--- src/rtl/fifo_wr_packer.sv ---
// Packs IN_WIDTH-bit lanes into RATIO-lane words for an async FIFO write port.
// Ports: W_CLK/RST_N_W_CLK; S_VALID/S_READY/S_DATA/S_LAST lane input;
// FULL/W_EN/DATA_IN FIFO write side; PKT_CNT packets written; BUSY activity.
module fifo_wr_packer #(
    parameter int IN_WIDTH  = 8,
    parameter int RATIO     = 4,
    parameter int CNT_WIDTH = 16,
    localparam int LW        = $clog2(RATIO),
    localparam int DW        = IN_WIDTH * RATIO,
    localparam int OUT_WIDTH = DW + LW + 1
) (
    input  logic                 W_CLK,
    input  logic                 RST_N_W_CLK,
    input  logic                 S_VALID,
    output logic                 S_READY,
    input  logic [IN_WIDTH-1:0]  S_DATA,
    input  logic                 S_LAST,
    input  logic                 FULL,
    output logic                 W_EN,
    output logic [OUT_WIDTH-1:0] DATA_IN,
    output logic [CNT_WIDTH-1:0] PKT_CNT,
    output logic                 BUSY
);

    logic [DW-1:0]        acc;
    logic [LW-1:0]        idx;
    logic [OUT_WIDTH-1:0] out_word;
    logic                 out_pending;
    logic [CNT_WIDTH-1:0] pkt_cnt;

    logic                 accept;
    logic                 complete;
    logic [DW-1:0]        lane_sh;

    // A pending word blocks input only while the FIFO is full; otherwise it
    // drains in the same cycle a new lane (possibly completing a word) lands.
    assign S_READY  = !out_pending || !FULL;
    assign W_EN     = out_pending && !FULL;
    assign DATA_IN  = out_pending ? out_word : '0;
    assign PKT_CNT  = pkt_cnt;
    assign BUSY     = (idx != '0) || out_pending;

    assign accept   = S_VALID && S_READY;
    assign complete = (idx == LW'(RATIO - 1)) || S_LAST;

    always_comb begin
        lane_sh = '0;
        lane_sh[idx*IN_WIDTH +: IN_WIDTH] = S_DATA;
    end

    always_ff @(posedge W_CLK or negedge RST_N_W_CLK) begin
        if (!RST_N_W_CLK) begin
            acc         <= '0;
            idx         <= '0;
            out_word    <= '0;
            out_pending <= 1'b0;
            pkt_cnt     <= '0;
        end else begin
            if (accept) begin
                if (complete) begin
                    out_word <= {S_LAST, idx, acc | lane_sh};
                    acc      <= '0;
                    idx      <= '0;
                end else begin
                    acc <= acc | lane_sh;
                    idx <= idx + 1'b1;
                end
            end
            // A load in the same cycle as a write keeps the flag set.
            if (accept && complete) begin
                out_pending <= 1'b1;
            end else if (W_EN) begin
                out_pending <= 1'b0;
            end
            if (W_EN && out_word[OUT_WIDTH-1]) begin
                pkt_cnt <= pkt_cnt + 1'b1;
            end
        end
    end

`ifndef SYNTHESIS
    a_wen_not_full : assert property (
        @(posedge W_CLK) disable iff (!RST_N_W_CLK)
        W_EN |-> !FULL);

    a_hold_on_full : assert property (
        @(posedge W_CLK) disable iff (!RST_N_W_CLK)
        (out_pending && FULL) |=> $stable(out_word));
`endif

endmodule

--- config.mk ---
export PLATFORM = sky130hd
export DESIGN_NAME = fifo_wr_packer
export DESIGN_NICKNAME = d
export VERILOG_FILES = /design/src/rtl/fifo_wr_packer.sv
export SDC_FILE = /design/constraint.sdc
export NUM_CORES = 1
export LEC_CHECK = 0
export CAP_MARGIN = 15
export CELL_PAD_IN_SITES_DETAIL_PLACEMENT = 1
export CELL_PAD_IN_SITES_GLOBAL_PLACEMENT = 1
export CORE_ASPECT_RATIO = 0.9
export CORE_MARGIN = 8
export CORE_UTILIZATION = 50
export DETAILED_ROUTE_END_ITERATION = 10
export DONT_BUFFER_PORTS = 1
export PLACE_DENSITY_LB_ADDON = 0.3
export SLEW_MARGIN = 20
export SYNTH_ARGS = -nofsm -noshare
export SYNTH_HDL_FRONTEND = slang
export SYNTH_SLANG_ARGS = --single-unit
--- constraint.sdc ---
create_clock -name W_CLK -period 5 [get_ports W_CLK]
set_input_delay 1.5 -clock W_CLK [delete_from_list [all_inputs] [get_ports W_CLK]]
set_output_delay 1.5 -clock W_CLK [all_outputs]
set_load 0.01 [all_outputs]
Word-level counts from Yosys, hierarchy flattened:

Cells that the tools add are included.

* register bits after elaboration: 86
* bits of input ports: 13
* output and inout port bits: 54
* logic and storage cells: 30

* add/subtract/negate cells: 3
* eq/ne operators: 1
* shifts and indexed selects: 2
* mux-type cells: 5
* bitwise logic cells: 2
* reductions and logical operators: 12

Operator list (number)
* 35-bit 2-to-1 mux: 1
* 5-bit negator with 34-bit output: 1
* 8-bit by 34-bit variable shift with 32-bit output, first input constant: 1
* 8-bit by 34-bit indexed part select with 32-bit output: 1
* 32-bit AND: 1
* 32-bit 2-to-1 mux: 1
* 32-bit bitwise OR: 1
* 16-bit by 1-bit adder with 16-bit output, second input constant: 1
* 1-bit logical AND: 4
* 2-bit nonzero test: 2
* 1-bit logical OR: 3
* 2-bit by 1-bit adder with 2-bit output, second input constant: 1
* 2-bit == test, second input constant: 1
* 1-bit logical NOT: 2
* 1-bit 2-to-1 mux: 2
* 2-bit 2-to-1 mux: 1
* 2-bit AND reduction: 1

Depth between registers and ports, before layout:

Gate-level depths: netlist of run 1.

* depth in word-level cells: 5
* mapped depth: 8
* mapped depth without buffers: 6

Least setup slack after synthesis of run 1:

Ideal clock, no wire load.

* path kind: input to output
* from: input port FULL
* to: output port W_EN
* data arrival time: 1.712 ns
* required time: 3.500 ns
* path slack: 1.788 ns
* cell stages on the path: 1
* buffers on the path: 0
* path through: and2b_1

* cells in the longest elaborated chain, start to end: 2

RTL lines
* start: declaration: RTL line 18 `input logic FULL,`
* 1-bit logical NOT: RTL line 38 `assign W_EN = out_pending && !FULL;`
* 1-bit logical AND: RTL line 38
* end: declaration: RTL line 19 `output logic W_EN,`

Every way passes these cells.

Worst setup path in the final report of run 1:

Same ends and word-level chain as after synthesis.

==> run_results.csv, run 1 <==
group,metric,value,unit
status,outcome,"completed",
logic_synthesis,synth.avg_cell_area,10.2,µm²
logic_synthesis,synth-edff-count,0,
timing,max-slew-margin-rel,32.9,%
clock_tree,clkSinkCount,86,
placed_design,portBuffers,0,
drt,via_per_inst,5.51,
placed_design,place_hpwl,5800,µm
placed_design,gp_congestion,0.717,
drt,drt_pass1_iterations,4,
global_routing,grt_overflow,0,
timing,finalHoldViolCount,0,
setup_path,cp.depth,1,
min_path,holdPathStages,2,
clock_tree,worstSkewPairLatency,350,ps
setup_path,worstSetupStartpointType,"input port",
clock_tree,clkSlewWorstSetupHoldPaths,80,ps
clock_tree,htree_levels,3,
drt,drc_errors,0,
global_routing,antenna_found_initial,0,
setup_path,critPathKind,"input port to primary output",
finish,areaGrowthSynthToFinish,5.49,%
clock_tree,cts_tree,"built",
die,die_w,107,µm
die,start_util,50.6,%
logic_synthesis,ys.flop_type,"dfrtp_1",
setup_path,critPathTopFamily,"simple AND/OR/NAND/NOR gates",
setup_path,r2r_cells,6,
setup_path,slowest_stage,"and2b_1",
placed_design,placed_cell_area,3780,µm²
clock_tree,cts_made_buffers,9,
logic_synthesis,ys_warn_count,0,
logic_synthesis,syn_area,3760,µm²
timing,max_freq,311,MHz
setup_path,path_buf_inv,0,
pwr,p_leak,1.82,nW
logic_synthesis,synth_top_area_share,57.2,%
flow_run,maxCapViolCount,0,
finish,final_cells,463,
setup_path,cp_cell_sequence,"and2b_1",
drt,routed_wl,8610,µm
clock_tree,clockBufferDepth,2,
die,core,7430,µm²
clock_tree,postCtsSetupRepairBufs,0,
placed_design,place_inst,448,
logic_synthesis,synth.area.top_cells,"dfrtp_1 57%, and2_1 7.5%, a21oi_1 7.5%, nand2_1 4.3%, o21ai_0 3.9%",
clock_tree,cts-resized-gates,0,
finish,fin_area,3970,µm²
logic_synthesis,ys_ff_latch,86,
setup_path,worstSetupEndpointType,"primary output",
clock_tree,ctsHoldBuffers,0,
die,dieArea,10600,µm²
timing,finalSetupViolCount,0,
min_path,hold_class,"register to register",
drt,drt-wirelength-per-cell,18.6,µm
timing,period_share,64.4,%
logic_synthesis,synth_fp_nets,389,
logic_synthesis,ys_seq_area_share,57.2,%
global_routing,grt_usage,17.3,%
finish,nets,382,
die,num_rows,30,
logic_synthesis,yosys.area.top_type,"dfrtp_1",
pwr,ir_worst_vdd,0.000149,V
drt,drt_iter0_drc,87,
clock_tree,cts-root-buf,"clkbuf_8",
timing,skew,13.0,ps
pwr,power_density,396,nW/µm²
global_routing,grt_pass1_vias,2720,
setup_path,path_max_fanout,5,
logic_synthesis,synthArstFlopShare,100,%
setup_path,max_stage_delay,220,ps
logic_synthesis,synthDistinctLibCells,37,
logic_synthesis,postSynthCellCount,370,
timing,fin_setup_tns,0,ps
timing,slew_viol_final,0,
die,io_pins,67,
timing,timing_worst_slew_pin_value,1010,ps
global_routing,grt_max_degree,87,
drt,via_count,2552,
finish,num_antenna_cells,0,
drt,ant_nets,0,
setup_path,cp.arrival,1720,ps
setup_path,cp.required,3500,ps
die,dieHeight,98.3,µm
timing,rsz0062_at_grt,"no",
finish,layout-drive-gt1-share,7.63,%
global_routing,grt_pass1_wl,14300,µm
timing,finalCriticalPeriod,3220,ps
## per-stage QoR
step / hold slack, ps / worst slack (ps) / total power [mW] / utilization [%]
after CTS: 481 / 1710 / 1.59 / 53.4
after floorplan: 442 / 1790 / 1.06 / -
after detailed placement: 463 / 1780 / 1.12 / 50.9
after global placement: 455 / 1780 / 1.10 / 50.9
after global routing: 507 / 1770 / 1.66 / 53.4
final: 476 / 1780 / 1.57 / 53.4
## final timing paths
check	startpoint	end	slack, ps
worst max-delay path	FULL	W_EN	1780
worst min-delay path	out_word[15]	out_word[15]	480
worst max register to register	idx[0]	acc[13]	2820
worst min register to register	out_word[15]	out_word[15]	480
max in group asynchronous	RST_N_W_CLK	acc[13]	4020
min in group asynchronous	RST_N_W_CLK	PKT_CNT[6]	830
## synthesized netlist by cell type (all sizes together) (2+ instances only)
master   n
dfrtp   86
a21oi   56
and2    47
nand2   43
o21ai   37
nor2    27
buf     12
xnor2   12
nand3    9
clkbuf   8
ha       6
inv      4
nand4    4
nor3     3
xor2     3
and2b    2
and4b    2
## kinds of logic (layout without fill, tap and decap cells)
group | count (synthesis) | after routing | share of synthesized area [%]
mux | 1 | 1 | 0.299
simple gates | 143 | 143 | 20.2
xor+xnor | 15 | 15 | 3.49
buf+inv | 24 | 21 | 3.53
flops | 86 | 86 | 57.2
fa+ha+maj | 6 | 6 | 2.00
compound gates | 95 | 95 | 13.2
## power by group
group          total (mW)  internal [mW]  switching, mW
Sequential          0.877          0.784         0.0930
Clock               0.466          0.228          0.238
Combinational       0.228         0.0916          0.136
Total                1.57           1.10          0.467
## metal layers
layer / vias to the layer above / track usage, % / part of all wire (%)
li1: 1215 / - / -
met2: 56 / 27.1 / 47
met4: 0 / 5.54 / 1.3
met5: - / 0 / 0
met1: 1271 / 22.2 / 45
met3: 10 / 5.53 / 6.4
## cells in the final DEF (no fill, tap or decap), types with 3 or more instances in the layout
cell type   n
a21oi_1    56
and2_1     45
clkbuf_8    9
dfrtp_1    85
ha_1        6
inv_1       3
nand2_1    43
nand3_1     8
nand4_1     4
nor2_1     26
nor3_1      3
o21ai_0    29
o21ai_1     7
xnor2_1    12
xor2_1      3
## registers in the layout (all words and copies together) (netlist names)
register	count
out_pending	1
acc	32
out_word	35
PKT_CNT	16
idx	2
## cell type report
class                      count  area [µm²]
tap                           96         120
fill                         864        3470
sequential                    86        2150
multi-input combinational    260        1480
clock inverter                 4        48.8
timing repair buffer           2        15.0
clock buffer                  11         131
inverter                       4        15.0
(Power assumes the default switching activity.)
==> inputs of run 2 (changes only) <==
--- a/config.mk
+++ b/config.mk
@@ -10,7 +10,7 @@
 export CELL_PAD_IN_SITES_GLOBAL_PLACEMENT = 1
 export CORE_ASPECT_RATIO = 0.9
 export CORE_MARGIN = 8
-export CORE_UTILIZATION = 50
+export CORE_UTILIZATION = 48
 export DETAILED_ROUTE_END_ITERATION = 10
 export DONT_BUFFER_PORTS = 1
 export PLACE_DENSITY_LB_ADDON = 0.3
==> constraint.sdc (replaced) <==
create_clock -name W_CLK -period 3.3 [get_ports W_CLK]
set_input_delay 0.99 -clock W_CLK [delete_from_list [all_inputs] [get_ports W_CLK]]
set_output_delay 0.99 -clock W_CLK [all_outputs]
set_load 0.01 [all_outputs]
==> run 2 against run 1 <==
Combinational power is 59% higher. Register-to-register slack worse by 1600 ps. Critical path depth grew 1. First-iteration DRC count rose by 45%. Count of clock-buffer cells in the layout is the same. Final cell count increased by 0.86%. Sequential cell count stayed put. Sequential share of layout area down 0.49 points. Critical path type is now register to primary output. Largest cell class unchanged.
==> run_results.csv, run 2 (same netlist as run 1, synthesis figures left out) <==
group,metric,value,unit
global_routing,grt_usage,17.4,%
setup_path,worstSetupStartpointType,"register",
timing,hold_ws,314,ps
drt,drt_iter0_drc,126,
finish,max_flop_register,"out_word",
clock_tree,postCtsSetupRepairBufs,0,
clock_tree,cts-root-buf,"clkbuf_8",
placed_design,portBuffers,0,
die,num_rows,30,
finish,areaGrowthSynthToFinish,6.39,%
min_path,hold_class,"input port to asynchronous set/reset pin",
finish,nets,385,
timing,finalCriticalPeriod,2480,ps
clock_tree,ctsHoldBuffers,0,
setup_path,cp.arrival,1490,ps
setup_path,cp.required,2310,ps
global_routing,grt_overflow,0,
pwr,p_total,2.39,mW
timing,finalHoldViolCount,0,
finish,ff_latch_area,2150,µm²
placed_design,placed_cell_area,3810,µm²
timing,max-slew-margin-rel,60.8,%
pwr,p_leak,1.83,nW
die,start_util,49.6,%
drt,ant_nets,0,
global_routing,grt_pass1_vias,2747,
clock_tree,htree_levels,3,
timing,fin_setup_tns,0,ps
clock_tree,cts_tree,"built",
die,dieHeight,100,µm
global_routing,grt_max_degree,87,
die,io_pins,67,
setup_path,path_max_fanout,32,
clock_tree,clockBufferDepth,2,
timing,rsz0062_at_grt,"no",
placed_design,place_hpwl,5990,µm
timing,period_share,75.0,%
drt,routed_wl,8830,µm
placed_design,gp_congestion,0.720,
timing,finalSetupViolCount,0,
die,die_w,109,µm
timing,max_freq,404,MHz
clock_tree,worstSkewPairLatency,360,ps
pwr,ir_worst_vdd,0.000309,V
finish,layout-drive-gt1-share,8.89,%
die,dieArea,10900,µm²
timing,skew,11.1,ps
global_routing,grt_pass1_wl,14700,µm
drt,via_per_inst,5.51,
setup_path,worstSetupEndpointType,"primary output",
clock_tree,cts-resized-gates,0,
status,outcome,"completed",
clock_tree,cts_made_buffers,9,
drt,via_count,2572,
clock_tree,clkSlewWorstSetupHoldPaths,100,ps
drt,drt_pass1_iterations,5,
drt,drc_errors,0,
timing,slew_viol_final,0,
flow_run,maxCapViolCount,0,
pwr,power_density,598,nW/µm²
finish,final_common_cell,"dfrtp_1",
global_routing,antenna_found_initial,0,
drt,drt-wirelength-per-cell,18.9,µm
finish,fillers,857,
finish,fin_area,4000,µm²
clock_tree,clkSinkCount,86,
finish,largest_reg_flops,35,
finish,num_antenna_cells,0,
die,core,7580,µm²
setup_path,critPathKind,"register to primary output",
finish,final_cell_mix,"86 x dfrtp_1, 56 x a21oi_1, 45 x and2_1",
timing,timing_worst_slew_pin_value,586,ps
finish,multi_input_area,1480,µm²
## run 2: changes by cell type in the layout (fill, tap and decap cells not counted), moves of 2 or more
cell	change
clkinv_2	-2
clkbuf_1	-2
clkbuf_8	+2
clkinvlp_4	+2
inv_6	+2
buf_4	+3
## run 2: stage by stage
step | worst slack, ps | util [%] | cells
6_report | 825 | 52.8 | 467
5_1_grt | 693 | 52.8 | 467
3_5_place_dp | 1090 | 50.2 | 451
3_3_place_gp | 1090 | 50.2 | 451
4_1_cts | 766 | 52.8 | 467
2_1_floorplan | 1110 | - | 370
## run 2: final timing paths
| kind | startpoint | endpoint | slack, ps | cells after the start |
|---|---|---|---|---|
| worst max-delay path | out_pending | DATA_IN[24] | 820 | 2 |
| worst min-delay path | RST_N_W_CLK | acc[0] | 310 | 0 |
| worst max register to register | idx[0] | acc[12] | 1180 | 6 |
| worst min register to register | out_word[10] | out_word[10] | 480 | 2 |
| max in group asynchronous | RST_N_W_CLK | out_word[19] | 2870 | 0 |
| min in group W_CLK | out_word[10] | out_word[10] | 480 | 2 |
## run 2: metal layers
| metal | global-route usage [%] | wire [µm] | up-vias |
|---|---|---|---|
| met1 | 21.8 | 3860 | 1280 |
| met2 | 27.5 | 4260 | 53 |
| met3 | 5.96 | 589 | 10 |
| met5 | 0 | 0 | - |
| met4 | 5.91 | 119 | 0 |
| li1 | - | - | 1229 |
## run 2: cell type report
class | count | area share (%)
Tap cell | 96 | 3.00
Inverter | 4 | 0.375
Clock inverter | 5 | 1.03
Timing Repair Buffer | 5 | 0.938
Sequential cell | 86 | 53.8
Multi-Input combinational cell | 260 | 37.1
Clock buffer | 11 | 3.78
## run 2: power breakdown
part | switching [mW] | total, mW | internal [mW] | leakage (nW)
clock network | 0.398 | 0.719 | 0.321 | 0.0926
registers | 0.126 | 1.31 | 1.19 | 1.17
logic | 0.219 | 0.362 | 0.143 | 0.573
## run 2: critical path, cell delays in order (launching register included)
cell and delay [ps]:
dfrtp_1 520, buf_4 340, and2_1 260
==> inputs of run 3 (changes only) <==
--- a/config.mk
+++ b/config.mk
@@ -10,7 +10,7 @@
 export CELL_PAD_IN_SITES_GLOBAL_PLACEMENT = 1
 export CORE_ASPECT_RATIO = 0.9
 export CORE_MARGIN = 8
-export CORE_UTILIZATION = 48
+export CORE_UTILIZATION = 44
 export DETAILED_ROUTE_END_ITERATION = 10
 export DONT_BUFFER_PORTS = 1
 export PLACE_DENSITY_LB_ADDON = 0.3
==> constraint.sdc (replaced) <==
create_clock -name W_CLK -period 2.2 [get_ports W_CLK]
set_input_delay 0.66 -clock W_CLK [delete_from_list [all_inputs] [get_ports W_CLK]]
set_output_delay 0.66 -clock W_CLK [all_outputs]
set_load 0.01 [all_outputs]
==> run 3 against run 2 <==
The run now ends with hold timing left. Wire length down 1.4%. Via count decreased by 0.86%. Sequential share of layout area shrank 0.68 points. First-iteration DRC count rose by 59%. Critical path depth unchanged. Global-route usage fell by 1.5 points. Setup slack got worse by 650 ps. Total power rose by 47%. Die area increased by 7.7%. Count of clock-buffer cells in the layout down 1. Sequential power rose by 51%.
==> run_results.csv, run 3 (same netlist as run 1, synthesis figures left out) <==
group,metric,value,unit
global_routing,grt_usage,16.0,%
pwr,clockPowerShare,28.2,%
die,io_pins,67,
clock_tree,cts_tree,"built",
finish,num_antenna_cells,0,
placed_design,portBuffers,0,
clock_tree,cts-root-buf,"clkbuf_8",
setup_path,regToRegSetupSlack,210,ps
timing,slew_viol_final,0,
setup_path,cp.required,1540,ps
finish,areaGrowthSynthToFinish,7.82,%
drt,drt-wirelength-per-cell,17.7,µm
placed_design,place_hpwl,6000,µm
drt,drc_errors,0,
global_routing,grt_max_degree,87,
timing,skew,6.41,ps
pwr,ir_worst_vdd,0.000331,V
drt,drt_iter0_drc,200,
pwr,p_total,3.52,mW
drt,drt_pass1_iterations,4,
finish,largest_reg_flops,35,
global_routing,grt_overflow,0,
finish,ff_latch_area,2150,µm²
pwr,comb_power_share,15.5,%
setup_path,crit_start,"out_pending",
pwr,p_seq_share,56.2,%
finish,final_common_cell,"dfrtp_1",
setup_path,path_max_fanout,21,
placed_design,gp_congestion,0.724,
setup_path,r2r_end,"out_word[3]",
status,outcome,"finished, violations left",
clock_tree,htree_levels,3,
timing,hold_ws,-16.0,ps
timing,finalHoldViolCount,33,
timing,max_freq,493,MHz
pwr,swShare,30.7,%
setup_path,cp_cell_sequence,"buf_12, and2_1",
setup_path,r2r_cells,6,
drt,ant_nets,0,
setup_path,max_stage_delay,620,ps
timing,rsz0062_at_grt,"no",
die,core,8450,µm²
timing,timing_worst_slew_pin_value,522,ps
flow_run,maxCapViolCount,0,
finish,final_cell_mix,"85 x dfrtp_1, 56 x a21oi_1, 44 x and2_1",
drt,via_per_inst,5.18,
timing,period_share,92.2,%
setup_path,critPathTopFamily,"flip-flops",
finish,final_cells,492,
clock_tree,cts_made_buffers,9,
setup_path,cp.arrival,1370,ps
min_path,hold_class,"input port to asynchronous set/reset pin",
global_routing,grt_pass1_wl,14900,µm
die,dieArea,11800,µm²
timing,finalCriticalPeriod,2030,ps
setup_path,r2r_start,"idx[0]",
clock_tree,worstSkewPairLatency,360,ps
pwr,p_switching,1.08,mW
finish,layout-drive-gt1-share,9.92,%
die,start_util,44.5,%
timing,fin_setup_tns,0,ps
setup_path,endpoint,"DATA_IN[2]",
clock_tree,clkSlewWorstSetupHoldPaths,80,ps
global_routing,antenna_found_initial,0,
setup_path,slowest_stage,"dfrtp_2",
die,num_rows,32,
die,dieHeight,104,µm
drt,via_count,2550,
clock_tree,clkSinkCount,86,
finish,post-route-util,48.0,%
clock_tree,clockBufferDepth,2,
die,die_w,113,µm
finish,fillers,949,
setup_path,worstSetupStartpointType,"register",
finish,multi_input_area,1480,µm²
global_routing,grt_pass1_vias,2708,
pwr,p_leak,1.85,nW
finish,max_flop_register,"out_word",
setup_path,cp.depth,2,
pwr,p_int,2.44,mW
timing,max-slew-margin-rel,65.1,%
drt,routed_wl,8710,µm
placed_design,place_inst,476,
status,violations,"hold timing",
pwr,power_density,869,nW/µm²
setup_path,worstSetupEndpointType,"primary output",
finish,nets,387,
setup_path,critPathKind,"register to primary output",
setup_path,path_buf_inv,1,
timing,finalSetupViolCount,0,
==> run 3: layout make-up <==
cell class / instances / area share, %
tap: 119 / 3.67
multi-input combinational: 260 / 36.6
inverter: 4 / 0.370
timing repair buffer: 7 / 1.91
clock buffer: 10 / 3.40
sequential: 86 / 53.1
clock inverter: 6 / 0.926
==> run 3: metal layers <==
layer	GRT usage [%]	vias to the layer above	wire, µm
met2	23.5	49	3970
met3	6.56	9	523
met1	21.1	1263	4100
met4	4.37	0	117
li1	-	1229	-
met5	0	-	0
==> run 3: through the flow <==
step / hold WS [ps] / instance area (µm²) / setup WS, ps
after floorplan: 364 / 3760 / 414
after global placement: 367 / 3880 / 351
after detailed placement: 367 / 3880 / 135
after CTS: -28.2 / 4050 / 119
after global routing: -51.5 / 4050 / 34.6
final: -16.0 / 4050 / 172
==> run 3: worst min-delay path by stage <==
stage | start | endpoint
2_1_floorplan | RST_N_W_CLK | PKT_CNT[0]
3_3_place_gp | RST_N_W_CLK | PKT_CNT[11]
3_5_place_dp | RST_N_W_CLK | PKT_CNT[12]
4_1_cts | RST_N_W_CLK | PKT_CNT[12]
5_1_grt | RST_N_W_CLK | PKT_CNT[4]
6_report | RST_N_W_CLK | PKT_CNT[11]
==> run 3: power groups by stage <==
| stage | clock network [mW] | registers, mW | logic, mW |
|---|---|---|---|
| 2_1_floorplan | 0 | 1.95 | 0.447 |
| 3_3_place_gp | 0 | 2.00 | 0.525 |
| 3_5_place_dp | 0 | 2.02 | 0.560 |
| 4_1_cts | 1.03 | 1.99 | 0.563 |
| 5_1_grt | 1.11 | 2.01 | 0.627 |
| 6_report | 0.995 | 1.98 | 0.548 |
==> run 3: repair_timing <==
action	CTS	global route
endpoints found under the hold margin	86	86
setup buffers	0	0
resized for setup	1	1
pin swaps	0	0
setup endpoints to repair	21	8
